File: config.mk
export PLATFORM = sky130hd
export DESIGN_NAME = serial_tx
export DESIGN_NICKNAME = d
export VERILOG_FILES = /design/src/rtl/serial_tx.sv
export SDC_FILE = /design/constraint.sdc
export NUM_CORES = 1
export LEC_CHECK = 0
export ABC_AREA = 0
export CELL_PAD_IN_SITES_DETAIL_PLACEMENT = 1
export CELL_PAD_IN_SITES_GLOBAL_PLACEMENT = 1
export CORE_UTILIZATION = 41
export DETAILED_ROUTE_END_ITERATION = 8
export MAX_ROUTING_LAYER = met4
export PLACE_DENSITY = 0.77
export SLEW_MARGIN = 5
export SYNTH_ARGS = -nofsm -noshare
export SYNTH_HDL_FRONTEND = slang
export SYNTH_SLANG_ARGS = --single-unit
File: constraint.sdc
create_clock -name clk -period 2 [get_ports clk]
set_input_delay 0.4 -clock clk [delete_from_list [all_inputs] [get_ports clk]]
set_output_delay 0.4 -clock clk [all_outputs]
set_load 0.1 [all_outputs]
File: src/rtl/serial_tx.sv
// serial_tx: parallel-in, serial-out frame transmitter.
// Takes a DATA_W-bit word over valid/ready and sends one frame on tx_out:
// a low start bit, the data LSB first, then a high stop bit. Each bit is
// held for CLKS_PER_BIT clocks. Every output comes straight from a flop.
module serial_tx #(
    parameter int DATA_W       = 8,
    parameter int CLKS_PER_BIT = 16
) (
    input  logic              clk,
    input  logic              rst_n,
    input  logic [DATA_W-1:0] tx_data,
    input  logic              tx_valid,
    output logic              tx_ready,
    output logic              tx_out,
    output logic              busy
);

    localparam int BAUD_W = (CLKS_PER_BIT > 1) ? $clog2(CLKS_PER_BIT) : 1;
    localparam int BIT_W  = (DATA_W > 1) ? $clog2(DATA_W) : 1;
    localparam logic [BAUD_W-1:0] BAUD_LAST = BAUD_W'(CLKS_PER_BIT - 1);
    localparam logic [BIT_W-1:0]  BIT_LAST  = BIT_W'(DATA_W - 1);

    typedef enum logic [1:0] {S_IDLE, S_START, S_DATA, S_STOP} state_t;

    state_t              r_state,    w_state_nxt;
    logic [DATA_W-1:0]   r_shift,    w_shift_nxt;
    logic [BIT_W-1:0]    r_bit_cnt,  w_bit_cnt_nxt;
    logic [BAUD_W-1:0]   r_baud_cnt, w_baud_cnt_nxt;
    logic                r_tx_out,   w_tx_out_nxt;
    logic                r_tx_ready, w_tx_ready_nxt;
    logic                r_busy,     w_busy_nxt;

    logic                w_accept;
    logic                w_wrap;
    logic [DATA_W-1:0]   w_shift_dn;

    // A word is taken only when ready was already advertised by the flop.
    assign w_accept   = r_tx_ready & tx_valid;
    // Last clock of the current bit period.
    assign w_wrap     = (r_baud_cnt == BAUD_LAST);
    assign w_shift_dn = r_shift >> 1;

    assign tx_ready = r_tx_ready;
    assign tx_out   = r_tx_out;
    assign busy     = r_busy;

    // State and datapath registers; reset drops the line to idle-high at once.
    always_ff @(posedge clk or negedge rst_n) begin
        if (!rst_n) begin
            r_state    <= S_IDLE;
            r_shift    <= '0;
            r_bit_cnt  <= '0;
            r_baud_cnt <= '0;
            r_tx_out   <= 1'b1;
            r_tx_ready <= 1'b0;
            r_busy     <= 1'b0;
        end else begin
            r_state    <= w_state_nxt;
            r_shift    <= w_shift_nxt;
            r_bit_cnt  <= w_bit_cnt_nxt;
            r_baud_cnt <= w_baud_cnt_nxt;
            r_tx_out   <= w_tx_out_nxt;
            r_tx_ready <= w_tx_ready_nxt;
            r_busy     <= w_busy_nxt;
        end
    end

    // Next-state and next-output logic; bits advance only on baud wrap.
    always_comb begin
        w_state_nxt    = r_state;
        w_shift_nxt    = r_shift;
        w_bit_cnt_nxt  = r_bit_cnt;
        w_baud_cnt_nxt = w_wrap ? '0 : r_baud_cnt + BAUD_W'(1);
        w_tx_out_nxt   = r_tx_out;
        w_tx_ready_nxt = r_tx_ready;
        w_busy_nxt     = r_busy;

        case (r_state)
            S_IDLE: begin
                w_baud_cnt_nxt = '0;
                w_tx_out_nxt   = 1'b1;
                w_tx_ready_nxt = 1'b1;
                w_busy_nxt     = 1'b0;
                if (w_accept) begin
                    w_shift_nxt    = tx_data;
                    w_tx_ready_nxt = 1'b0;
                    w_busy_nxt     = 1'b1;
                    w_tx_out_nxt   = 1'b0;
                    w_state_nxt    = S_START;
                end
            end
            S_START: begin
                if (w_wrap) begin
                    w_tx_out_nxt  = r_shift[0];
                    w_bit_cnt_nxt = '0;
                    w_state_nxt   = S_DATA;
                end
            end
            S_DATA: begin
                if (w_wrap) begin
                    w_shift_nxt = w_shift_dn;
                    if (r_bit_cnt == BIT_LAST) begin
                        // Counter is not stepped past its range on the last bit.
                        w_tx_out_nxt = 1'b1;
                        w_state_nxt  = S_STOP;
                    end else begin
                        w_bit_cnt_nxt = r_bit_cnt + BIT_W'(1);
                        w_tx_out_nxt  = w_shift_dn[0];
                    end
                end
            end
            S_STOP: begin
                if (w_wrap) begin
                    w_tx_out_nxt   = 1'b1;
                    w_tx_ready_nxt = 1'b1;
                    w_busy_nxt     = 1'b0;
                    w_state_nxt    = S_IDLE;
                end
            end
            default: begin
                w_state_nxt = S_IDLE;
            end
        endcase
    end

endmodule
==> results of run 1 <==
layout by cell type (no fill, tap or decap), drive strengths merged, types with 2 or more instances in the layout:
| cell type | count |
|---|---|
| a21o | 2 |
| a22o | 3 |
| inv | 11 |
| nor2b | 2 |
| nand2 | 3 |
| mux2 | 2 |
| and3 | 2 |
| nand2b | 2 |
| or2 | 2 |
| dfrtp | 19 |
| o32ai | 6 |
| nor2 | 2 |
| o21ai | 7 |
| nand4b | 2 |
| clkdlybuf4s50 | 10 |
| nand3 | 2 |
| nand4 | 2 |
| a21oi | 11 |
| clkbuf | 3 |
| ha | 7 |
| buf | 9 |
kinds of logic after synthesis:
| group | count (synthesis) | share of synthesized area (%) |
|---|---|---|
| buffers and inverters | 15 | 5.29 |
| adders and majority gates | 7 | 8.05 |
| and+or+nand+nor | 26 | 14.5 |
| DFF | 20 | 46.1 |
| AOI/OAI and AO/OA | 37 | 23.2 |
| xor gates and xnor gates | 1 | 0.805 |
| muxes | 2 | 2.07 |
layout make-up:
type | instances | area [um2] | area share [%]
sequential | 20 | 502 | 37.0
clock inverter | 1 | 30.0 | 2.22
clock buffer | 3 | 22.5 | 1.66
inverter | 11 | 41.3 | 3.05
timing repair buffer | 19 | 193 | 14.2
multi-input combinational | 73 | 529 | 39.1
tap | 30 | 37.5 | 2.77
path summary, 6_finish.rpt:
| path | from | end | slack (ns) | depth (start not counted) |
|---|---|---|---|---|
| max | r_state[0]$_DFFE_PN0P_ | r_state[1]$_DFFE_PN0P_ | 0.13 | 5 |
| min reg2reg | r_baud_cnt[0]$_DFF_PN0_ | r_baud_cnt[0]$_DFF_PN0_ | 0.51 | 1 |
| min | rst_n | r_shift[0]$_DFFE_PN0P_ | 0.39 | 1 |
| max in group asynchronous | rst_n | r_shift[7]$_DFFE_PN0P_ | 1.09 | 2 |
| max reg2reg | r_state[0]$_DFFE_PN0P_ | r_state[1]$_DFFE_PN0P_ | 0.13 | 5 |
| min in group clk | r_baud_cnt[0]$_DFF_PN0_ | r_baud_cnt[0]$_DFF_PN0_ | 0.51 | 1 |
power breakdown:
part,internal [W],switching (W)
Combinational,0.000443,0.000614
Sequential,0.000557,0.000154
Clock,0.000203,0.000132
flip-flops by register name, indices dropped and copies added, names as in the netlist:
signal      cells
busy            1
r_baud_cnt      4
r_bit_cnt       3
r_shift         8
r_state         2
tx_out          1
tx_ready        1
stage by stage:
step | util [%] | setup WS [ns]
2_1_floorplan | - | 0.132
3_3_place_gp | 52.1 | 0.235
3_5_place_dp | 52.1 | 0.142
4_1_cts | 54.2 | 0.125
5_1_grt | 54.2 | 0.0463
6_report | 54.2 | 0.126
routing by layer:
layer,vias up,share of wire (%),global-route usage (%)
met3,2,2.5,2.59
met5,-,0,-
met2,20,50,36.0
met4,0,0.67,8.33
met1,478,47,29.4
li1,438,-,-
worst reg2reg max path: cells and delay by family (launching register included):
family | cells | cell delay [ns]
AOI/OAI and AO/OA | 1 | 0.31
and+or+nand+nor | 1 | 0.41
buffers and inverters | 1 | 0.08
DFF | 1 | 0.42
adders and majority gates | 1 | 0.21
muxes | 1 | 0.35
==> flow_metrics.py, run 1 <==
metrics = {
    "global_routing": {
        "global_route_wire_length_before_repair_mm": 4.51,
        "grt_antenna_before_repair": 0,
        "first_global_vias": 987,
        "grtUsageTotal_pct": 22.7,
        "grt.overflow.total": 0,
        "largest_net_degree_at_the_start_of_global_routing": 16,
    },
    "power": {
        "power-per-cell-area_nw_per_um2": 1550,
        "power_w": 0.00210,
        "max-vdd-ir-drop_v": 0.00103,
        "cellLeakagePower_nw": 0.607,
    },
    "yosys": {
        "synth_top_area_share_pct": 43.7,
        "synth.area.top_cells": "dfrtp_1 (44%), ha_1 (8.0%), a21oi_1 (5.1%), o32ai_1 (4.8%), inv_1 (3.8%)",
        "synth.net_count": 126,
        "yosysTopAreaCell": "dfrtp_1",
        "avgSynthCellArea_um2": 10.1,
        "area_of_the_mapped_netlist_um2": 1090,
        "postSynth.asyncResetShare_pct": 100,
        "yosys_register_bits": 20,
        "synth_seq_area_share_pct": 46.1,
        "count_leader_synth": "dfrtp_1",
        "synth_common_cells": "dfrtp_1 (19), a21oi_1 (11), inv_1 (11)",
        "dominantRegCellSynth": "dfrtp_1",
        "synthesis.instances": 108,
        "synth_edf_count": 0,
        "synthesis.yosys.warnings": 0,
        "yosysUniqueCellTypes": 37,
    },
    "status": {
        "status": "completed",
    },
    "placement": {
        "dpl-instance-area_um2": 1300,
        "gp_congestion": 0.816,
        "dpl.cell_count": 153,
        "numPortBuffers": 13,
        "dpl.hpwl_mm": 2.02,
    },
    "final_layout": {
        "design_area_um2": 1360,
        "design.final.nets": 146,
        "nFillCells": 280,
        "final-instance-count-excl-fill": 157,
        "n_antenna_cell": 0,
        "area_delta_synth_final_pct": 24.5,
        "drive_above_1_share_pct": 13.4,
    },
    "job": {
        "max-cap-violations": 0,
    },
    "floorplanning": {
        "coreArea_um2": 2500,
        "dieWidth_um": 53.5,
        "num_io_pins": 14,
        "start_util_pct": 43.5,
        "fp.dieArea_um2": 2860,
        "die-height_um": 53.5,
        "std_cell_rows": 18,
    },
    "timing": {
        "final-max-slew-violation-count": 0,
        "timing.final.crit_share_pct": 93.7,
        "final_worst_hold_slack_ns": 0.387,
        "maxSlewHeadroom_pct": 71.0,
        "tightestPinTransition_ns": 0.433,
        "timing.final.crit_period_ns": 1.87,
        "clock-skew-final_ns": 0.00249,
        "max_clk_rate_mhz": 534,
        "setup-tns-final_ns": 0,
        "hold_violations": 0,
        "finalSetupViolCount": 0,
        "grt_setup_unrepaired": "false",
    },
    "routing": {
        "detailedRoute.firstPassIterationCount": 4,
        "wl_per_cell_um": 17.0,
        "finalWirelength_mm": 2.67,
        "post_drt_via_cell_ratio": 5.97,
        "drt-initial-drc-count": 9,
        "ant_nets": 0,
        "dr_total_vias": 938,
        "remaining_drc_errors": 0,
    },
    "clock_tree": {
        "path_clk_slew_ns": 0.12,
        "post_cts_hold_buffer_count": 0,
        "cts_resized": 0,
        "cts_inserted_buffers": 3,
        "cts_h_tree_depth": 1,
        "cts_tree": "done",
        "number_of_setup_buffers_added_after_cts": 0,
        "numClockSinks": 20,
        "clock_tree.buffer_depth": 2,
        "worst_skew_pair.late_latency_ns": 0.30,
        "root_driver": "clkbuf_4",
    },
    "critical_path": {
        "worst-endpoint-required_ns": 2.20,
        "worstPathCellList": "inv_1 > ha_1 > or3_1 > a221oi_2 > mux2_1",
        "cell_family_contributing_the_most_delay_on_the_critical_path": "flip-flops",
        "startpoint_type": "register",
        "crit_path_end_kind": "register",
        "critical-path-slowest-cell": "dfrtp_1",
        "critPathArrivalTime_ns": 2.07,
        "crit_fanout": 4,
        "cp_max_stage_delay_ns": 0.42,
        "timing.setup.critical_path_class": "register to register",
        "timing.critical_path.buf_inv": 1,
    },
    "hold_path": {
        "min-delay-path-class": "input pin to asynchronous set/reset pin",
    },
}
Power figures use the tool's default switching activity.
==> inputs of run 2 (changes only) <==
--- a/config.mk
+++ b/config.mk
@@ -10,6 +10,7 @@
 export CELL_PAD_IN_SITES_GLOBAL_PLACEMENT = 1
 export CORE_UTILIZATION = 41
 export DETAILED_ROUTE_END_ITERATION = 8
+export GPL_ROUTABILITY_DRIVEN = 1
 export MAX_ROUTING_LAYER = met4
 export PLACE_DENSITY = 0.77
 export SLEW_MARGIN = 5
==> results of run 2 <==
No change in the layout: final DEF, timing and power equal those of run 1.
